`config.mk`:
```
export PLATFORM = sky130hd
export DESIGN_NAME = bram_pingpong_ctrl_flat
export DESIGN_NICKNAME = d
export VERILOG_FILES = /design/src/rtl/bram_pingpong_if.sv /design/src/rtl/bram_pingpong_ctrl.sv /design/src/flat_wrapper.sv
export SDC_FILE = /design/constraint.sdc
export NUM_CORES = 1
export LEC_CHECK = 0
export CORE_AREA = 2 2 414 416
export CTS_CLUSTER_DIAMETER = 60
export CTS_CLUSTER_SIZE = 24
export DETAILED_ROUTE_END_ITERATION = 12
export DIE_AREA = 0 0 416 418
export PLACE_DENSITY = 0.41
export SLEW_MARGIN = 5
export SYNTH_ARGS = -nofsm -noshare
export SYNTH_HDL_FRONTEND = slang
export SYNTH_SLANG_ARGS = --single-unit
```
`constraint.sdc`:
```
create_clock -name clk -period 3.13 [get_ports clk]
set_clock_uncertainty 0.15 [all_clocks]
set_input_delay 0.313 -clock clk [delete_from_list [all_inputs] [get_ports clk]]
set_output_delay 0.313 -clock clk [all_outputs]
set_load 0.05 [all_outputs]
```
`src/rtl/bram_pingpong_if.sv`:
```
// Load/execute/BRAM-port bundle for the ping-pong buffer controller.
// The master side is the controller; the slave side is the surrounding fabric.
interface bram_pingpong_if #(
  parameter int AW = 8,
  parameter int DW = 256
);
  logic [AW:0]   cfg_len;
  logic          ld_valid;
  logic          ld_ready;
  logic [DW-1:0] ld_data;
  logic          ex_valid;
  logic          ex_ready;
  logic [DW-1:0] ex_data;
  logic          ex_last;
  logic          mem_wr_en;
  logic [AW:0]   mem_wr_addr;
  logic [DW-1:0] mem_wr_data;
  logic [AW:0]   mem_rd_addr;
  logic [DW-1:0] mem_rd_data;
  logic [1:0]    bank_full;

  modport master (
    input  cfg_len, ld_valid, ld_data, ex_ready, mem_rd_data,
    output ld_ready, ex_valid, ex_data, ex_last,
           mem_wr_en, mem_wr_addr, mem_wr_data, mem_rd_addr, bank_full
  );

  modport slave (
    output cfg_len, ld_valid, ld_data, ex_ready, mem_rd_data,
    input  ld_ready, ex_valid, ex_data, ex_last,
           mem_wr_en, mem_wr_addr, mem_wr_data, mem_rd_addr, bank_full
  );
endinterface

```
`src/rtl/bram_pingpong_ctrl.sv`:
```
// Ping-pong controller over one simple-dual-port BRAM: MSB of the address picks the bank,
// load fills one bank while execute streams the other through an output register + skid.
module bram_pingpong_ctrl #(
  parameter int AW = 8,
  parameter int DW = 256
) (
  input logic            clk,
  input logic            rst_n,
  bram_pingpong_if.master bus
);
  typedef enum logic [1:0] {B_EMPTY, B_FILLING, B_FULL, B_DRAINING} bank_st_e;
  typedef enum logic [1:0] {EX_IDLE, EX_STREAM, EX_FLUSH} ex_st_e;

  bank_st_e      bank_st_q [2], bank_st_d [2];
  logic [AW:0]   len_q [2], len_d [2];
  logic          ld_bank_q, ld_bank_d, ex_bank_q, ex_bank_d;
  logic [AW-1:0] wr_cnt_q, wr_cnt_d, rd_cnt_q, rd_cnt_d;
  ex_st_e        ex_st_q, ex_st_d;
  logic          ld_ready_q, ld_ready_d;
  logic          inflight_q, inflight_d, inflight_last_q, inflight_last_d;
  logic          ex_valid_q, ex_valid_d, ex_last_q, ex_last_d;
  logic [DW-1:0] ex_data_q, ex_data_d;
  logic          skid_vld_q, skid_vld_d, skid_last_q, skid_last_d;
  logic [DW-1:0] skid_data_q, skid_data_d;

  logic          hs, first_ld, wr_last, rd_last, pop, slot_free, issue, space_ok;
  logic [AW:0]   eff_len, ld_len_m1, ex_len_m1;
  logic [1:0]    occ_after;
  bank_st_e      nxt_ld_st;

  always_comb begin
    bank_st_d       = bank_st_q;
    len_d           = len_q;
    ld_bank_d       = ld_bank_q;
    ex_bank_d       = ex_bank_q;
    wr_cnt_d        = wr_cnt_q;
    rd_cnt_d        = rd_cnt_q;
    ex_st_d         = ex_st_q;
    ex_valid_d      = ex_valid_q;
    ex_last_d       = ex_last_q;
    ex_data_d       = ex_data_q;
    skid_vld_d      = skid_vld_q;
    skid_last_d     = skid_last_q;
    skid_data_d     = skid_data_q;

    hs        = ld_ready_q & bus.ld_valid;
    first_ld  = (bank_st_q[ld_bank_q] == B_EMPTY);
    eff_len   = (bus.cfg_len == '0) ? (AW+1)'(1) : bus.cfg_len;
    ld_len_m1 = (first_ld ? eff_len : len_q[ld_bank_q]) - (AW+1)'(1);
    ex_len_m1 = len_q[ex_bank_q] - (AW+1)'(1);
    wr_last   = ({1'b0, wr_cnt_q} == ld_len_m1);
    rd_last   = ({1'b0, rd_cnt_q} == ex_len_m1);

    // Issue only if out-reg + skid + in-flight still fits in two slots after this pop.
    pop       = ex_valid_q & bus.ex_ready;
    slot_free = ~ex_valid_q | bus.ex_ready;
    occ_after = {1'b0, ex_valid_q & ~bus.ex_ready} + {1'b0, skid_vld_q};
    space_ok  = (occ_after + {1'b0, inflight_q}) <= 2'd1;
    issue     = space_ok & ((ex_st_q == EX_STREAM) |
                ((ex_st_q == EX_IDLE) & (bank_st_q[ex_bank_q] == B_FULL)));

    if (hs) begin
      wr_cnt_d = wr_cnt_q + AW'(1);
      if (first_ld) begin
        len_d[ld_bank_q]     = eff_len;
        bank_st_d[ld_bank_q] = B_FILLING;
      end
      if (wr_last) begin
        wr_cnt_d             = '0;
        bank_st_d[ld_bank_q] = B_FULL;
        ld_bank_d            = ~ld_bank_q;
      end
    end

    if (issue) begin
      bank_st_d[ex_bank_q] = B_DRAINING;
      rd_cnt_d             = rd_last ? '0 : rd_cnt_q + AW'(1);
      ex_st_d              = rd_last ? EX_FLUSH : EX_STREAM;
    end else if (ex_st_q == EX_IDLE && bank_st_q[ex_bank_q] == B_FULL) begin
      ex_st_d = EX_STREAM;
    end
    if (ex_st_q == EX_FLUSH && pop && ex_last_q) begin
      bank_st_d[ex_bank_q] = B_EMPTY;
      ex_bank_d            = ~ex_bank_q;
      ex_st_d              = EX_IDLE;
    end

    inflight_d      = issue;
    inflight_last_d = issue & rd_last;

    if (slot_free) begin
      if (skid_vld_q) begin
        ex_valid_d  = 1'b1;
        ex_data_d   = skid_data_q;
        ex_last_d   = skid_last_q;
        skid_vld_d  = inflight_q;
        skid_data_d = inflight_q ? bus.mem_rd_data : skid_data_q;
        skid_last_d = inflight_q & inflight_last_q;
      end else begin
        ex_valid_d = inflight_q;
        ex_data_d  = inflight_q ? bus.mem_rd_data : ex_data_q;
        ex_last_d  = inflight_q & inflight_last_q;
      end
    end else if (inflight_q) begin
      skid_vld_d  = 1'b1;
      skid_data_d = bus.mem_rd_data;
      skid_last_d = inflight_last_q;
    end

    nxt_ld_st  = bank_st_d[ld_bank_d];
    ld_ready_d = (nxt_ld_st == B_EMPTY) || (nxt_ld_st == B_FILLING);
  end

  always_ff @(posedge clk or negedge rst_n) begin
    if (!rst_n) begin
      bank_st_q[0]    <= B_EMPTY;
      bank_st_q[1]    <= B_EMPTY;
      len_q[0]        <= '0;
      len_q[1]        <= '0;
      ld_bank_q       <= 1'b0;
      ex_bank_q       <= 1'b0;
      wr_cnt_q        <= '0;
      rd_cnt_q        <= '0;
      ex_st_q         <= EX_IDLE;
      ld_ready_q      <= 1'b0;
      inflight_q      <= 1'b0;
      inflight_last_q <= 1'b0;
      ex_valid_q      <= 1'b0;
      ex_last_q       <= 1'b0;
      ex_data_q       <= '0;
      skid_vld_q      <= 1'b0;
      skid_last_q     <= 1'b0;
      skid_data_q     <= '0;
    end else begin
      bank_st_q       <= bank_st_d;
      len_q           <= len_d;
      ld_bank_q       <= ld_bank_d;
      ex_bank_q       <= ex_bank_d;
      wr_cnt_q        <= wr_cnt_d;
      rd_cnt_q        <= rd_cnt_d;
      ex_st_q         <= ex_st_d;
      ld_ready_q      <= ld_ready_d;
      inflight_q      <= inflight_d;
      inflight_last_q <= inflight_last_d;
      ex_valid_q      <= ex_valid_d;
      ex_last_q       <= ex_last_d;
      ex_data_q       <= ex_data_d;
      skid_vld_q      <= skid_vld_d;
      skid_last_q     <= skid_last_d;
      skid_data_q     <= skid_data_d;
    end
  end

  assign bus.ld_ready     = ld_ready_q;
  assign bus.ex_valid     = ex_valid_q;
  assign bus.ex_data      = ex_data_q;
  assign bus.ex_last      = ex_last_q;
  assign bus.mem_wr_en    = hs;
  assign bus.mem_wr_addr  = hs ? {ld_bank_q, wr_cnt_q} : '0;
  assign bus.mem_wr_data  = hs ? bus.ld_data : '0;
  assign bus.mem_rd_addr  = {ex_bank_q, rd_cnt_q};
  assign bus.bank_full[0] = (bank_st_q[0] == B_FULL) || (bank_st_q[0] == B_DRAINING);
  assign bus.bank_full[1] = (bank_st_q[1] == B_FULL) || (bank_st_q[1] == B_DRAINING);
endmodule

```
`src/flat_wrapper.sv`:
```
// flat-port wrapper written by rule: the top's interface ports become plain ports
module bram_pingpong_ctrl_flat 
#(
  parameter int AW = 8,
  parameter int DW = 256
)
  (clk, rst_n, bus_cfg_len, bus_ld_valid, bus_ld_data, bus_ex_ready, bus_mem_rd_data, bus_ld_ready, bus_ex_valid, bus_ex_data, bus_ex_last, bus_mem_wr_en, bus_mem_wr_addr, bus_mem_wr_data, bus_mem_rd_addr, bus_bank_full);
  bram_pingpong_if #(.AW(AW), .DW(DW)) bus_i ();
  input logic clk;
  input logic rst_n;
  input wire logic [$bits(bus_i.cfg_len)-1:0] bus_cfg_len;
  input wire logic [$bits(bus_i.ld_valid)-1:0] bus_ld_valid;
  input wire logic [$bits(bus_i.ld_data)-1:0] bus_ld_data;
  input wire logic [$bits(bus_i.ex_ready)-1:0] bus_ex_ready;
  input wire logic [$bits(bus_i.mem_rd_data)-1:0] bus_mem_rd_data;
  output wire logic [$bits(bus_i.ld_ready)-1:0] bus_ld_ready;
  output wire logic [$bits(bus_i.ex_valid)-1:0] bus_ex_valid;
  output wire logic [$bits(bus_i.ex_data)-1:0] bus_ex_data;
  output wire logic [$bits(bus_i.ex_last)-1:0] bus_ex_last;
  output wire logic [$bits(bus_i.mem_wr_en)-1:0] bus_mem_wr_en;
  output wire logic [$bits(bus_i.mem_wr_addr)-1:0] bus_mem_wr_addr;
  output wire logic [$bits(bus_i.mem_wr_data)-1:0] bus_mem_wr_data;
  output wire logic [$bits(bus_i.mem_rd_addr)-1:0] bus_mem_rd_addr;
  output wire logic [$bits(bus_i.bank_full)-1:0] bus_bank_full;
  assign bus_i.cfg_len = bus_cfg_len;
  assign bus_i.ld_valid = bus_ld_valid;
  assign bus_i.ld_data = bus_ld_data;
  assign bus_i.ex_ready = bus_ex_ready;
  assign bus_i.mem_rd_data = bus_mem_rd_data;
  assign bus_ld_ready = bus_i.ld_ready;
  assign bus_ex_valid = bus_i.ex_valid;
  assign bus_ex_data = bus_i.ex_data;
  assign bus_ex_last = bus_i.ex_last;
  assign bus_mem_wr_en = bus_i.mem_wr_en;
  assign bus_mem_wr_addr = bus_i.mem_wr_addr;
  assign bus_mem_wr_data = bus_i.mem_wr_data;
  assign bus_mem_rd_addr = bus_i.mem_rd_addr;
  assign bus_bank_full = bus_i.bank_full;
  bram_pingpong_ctrl #(.AW(AW), .DW(DW)) u_core (.clk(clk), .rst_n(rst_n), .bus(bus_i));
endmodule
```
==> metrics.txt <==
fraction of registers with async set/reset 100%; Die Area 174000 sq um; CTS sink cnt 561; Slew HR 45.9%; top cells by area, synth dfrtp_1 54%, mux2_2 12%, mux2i_1 10%; final net count 3916; vias in the first global route 23200; core area around 170000 sq um; final slew viol count 0; met3 Usage GRT just over 5%; Avg Cell Area, Syn 11.2 sq um; DP HPWL 117000 um; Final Util 25.2%; post-route ant nets 0; first-pass GRT wire length 197000 um; minimum clock period roughly 3 ns; RSZ-0062 raised after global routing yes; sequential area share after synthesis 53.6%; initial antenna violation count 62; crit path DAT 2.62 ns; layout cells sized above 1 21.5%; Post-synth EDFFs 0; Gate Count Post-Synth 2342; Residual DRC 0; WHS Path Cells 4; Power Dens Cells about 1000 nW/um^2; gr busiest metal met2; Max rail drop VDD 0.599 mV; Die W around 420 um; Worst EP required 2.67 ns; First-pass DRT Iterations 5; Worst Max-Slew Pin Slew 0.812 ns; Distinct cells, synth 59; total track usage ~16%; Worst Reg-to-Reg Cells 9; CTS tree done; CP max FO 28; Worst R2R Setup Slack 0.15 ns; worst skew pair latency 0.67 ns; DR vias roughly 23000; Final Hold Violating Endpoints 0; Yosys top cell area share between 50% and 60%; hold crit path type input pin to flop; synthesized flop and latch total 561; Final Non-Filler Cells 5691; Setup Crit Path Kind flop to output port; Area Overhead vs Synth 62.7%; crit share post-route 98.5%; final setup violation count 0; leakage 19.3 nW; Ys Warns 0; CP Capture Type output port; Num CTS Buffers 77; gr ovfl total 0; Post-Route WL approximately 150000 um; initial DRC count 1027; port bufs 1060; Cell Rows approximately 150; pin count of the biggest net entering global routing 183; upper clock frequency limit roughly 320 MHz; Die Ht 418 um; via/cell ratio around 4.0; Synth Net Count approximately 2900; starting density of the core 15.5%; Netlist Area Pre-Place 26200 sq um; startpoint types flop; routability cong. 0.971; post-DR wirelength/cell 25.9 um; post-synth top area cell dfrtp_1; status finished clean; fill cell total of the finished layout approximately 18000; met2 GRT Util 31.0%; CTS H-tree depth 3; clk slew on worst S/H paths 0.05 ns; Clock Tree Root clkbuf_16; max cap viols 0; number of I/O pins ~1100; Synth Flop Type dfrtp_1; met1 Usage GRT ~14%; Max Root-Sink Buffers 3; Inst Count DP 5521
-- placed cells by master (no fill, tap or decap), drive strengths merged, types with 24 or more instances in the layout --
| cell type | synthesis | final |
|---|---|---|
| a21oi | 280 | 280 |
| and3 | 268 | 268 |
| buf | 18 | 298 |
| clkbuf | 172 | 89 |
| clkdlybuf4s50 | 0 | 795 |
| dfrtp | 561 | 561 |
| diode | 0 | 25 |
| dlygate4sd2 | 0 | 48 |
| inv | 14 | 32 |
| mux2 | 275 | 275 |
| mux2i | 270 | 270 |
| nand2 | 24 | 24 |
| nor2 | 291 | 291 |
| o21ai | 24 | 24 |
-- worst max-delay path: stages, from the launching register on --
cell and delay [ns]:
dfrtp_4 0.66, and3_1 0.40, clkdlybuf4s50_1 0.86
-- state kept, by name, indices dropped and copies added, names as in the netlist --
register                cells
u_core.wr_cnt_q             8
u_core.ld_bank_q            1
u_core.inflight_last_q      1
u_core.bus.ex_last          1
u_core.ex_st_q              2
u_core.skid_last_q          1
u_core.inflight_q           1
u_core.skid_data_q        256
u_core.bus.ex_data        256
u_core.rd_cnt_q             8
u_core.skid_vld_q           1
u_core.bus.ld_ready         1
u_core.bank_st_q            4
u_core.bus.ex_valid         1
u_core.len_q               18
u_core.ex_bank_q            1
-- per-stage QoR --
step	power (mW)	hold WS (ns)	cell area, sq um	setup slack (ns)	setup TNS, ns
after floorplan	26.3	-0.133	26200	0.00685	0
after global placement	34.2	0.258	39600	-0.407	-4.36
after detailed placement	34.4	0.259	39600	-0.420	-4.45
after CTS	44.5	0.0313	42400	-0.00866	-0.00937
after global routing	46.1	0.00412	42600	-0.0252	-0.0553
final	43.7	0.0112	42600	0.0465	0
-- routing by layer --
| metal | wire [um] | share of wire, % | vias up |
|---|---|---|---|
| li1 | - | - | 10400 |
| met1 | 43700 | 30 | 11100 |
| met2 | 80600 | 55 | 782 |
| met3 | 10100 | 6.8 | 330 |
| met4 | 13100 | 8.9 | 26 |
| met5 | 149 | 0.10 | - |
-- final timing paths --
check / from / endpoint
worst max-delay path: u_core.bus.ld_ready$_DFF_PN0_ / bus_mem_wr_data[179]
worst min-delay path: bus_ld_valid / u_core.wr_cnt_q[1]$_DFFE_PN0P_
worst max register to register: u_core.ld_bank_q$_DFF_PN0_ / u_core.bus.ld_ready$_DFF_PN0_
worst min register to register: u_core.skid_data_q[248]$_DFFE_PN0P_ / u_core.skid_data_q[248]$_DFFE_PN0P_
max in group asynchronous: rst_n / u_core.skid_data_q[114]$_DFFE_PN0P_
min in group asynchronous: rst_n / u_core.bus.ex_data[101]$_DFFE_PN0P_
-- repair_timing --
item	4_1_cts	5_1_grt
setup endpoints to repair	111	81
pin swaps	0	1
resized for setup	59	24
hold buffers	1	0
setup buffers	0	1
cloned	0	1
endpoints found under the hold margin	81	0
-- cells in the mapped netlist, types with 5 or more instances --
cell type	instances
a21oi_1	277
a22o_1	6
and3_1	268
buf_1	5
buf_6	5
clkbuf_1	172
dfrtp_1	561
ha_1	6
inv_1	14
mux2_2	275
mux2i_1	270
nand2_1	24
nand3_1	13
nor2_1	290
nor2b_1	5
nor3_1	20
nor3b_1	7
o21ai_0	22
or3_1	5
xnor2_1	13
xor2_1	11
-- layout make-up --
cell class	count	area [sq um]	share of cell area (%)
multi-input cells	1576	11400	26.8
diodes	25	62.6	0.147
flip-flops and latches	561	14000	33.0
inverters	15	56.3	0.132
clock inverters	54	757	1.78
repair buffers	1154	11400	26.8
clock buffers	88	2080	4.89
well taps	2218	2780	6.52
-- power breakdown --
| group | switching [mW] | leakage (nW) | total [mW] | internal [mW] |
|---|---|---|---|---|
| sequential | 1.93 | 6.46 | 12.7 | 10.8 |
| combinational | 12.8 | 11.4 | 21.1 | 8.35 |
| clock | 3.85 | 1.36 | 9.82 | 5.97 |
| total | 18.6 | 19.3 | 43.7 | 25.1 |
-- logic make-up after synthesis --
kind of cell             synth area share [%]
AND/OR/NAND/NOR                          12.5
flip-flops                               53.6
multiplexers                             22.2
AO/OA/AOI/OAI                            7.33
buffers and inverters                    3.16
XOR/XNOR                                0.889
adder cells (fa/ha/maj)                 0.287
Power figures use the tool's default switching activity.
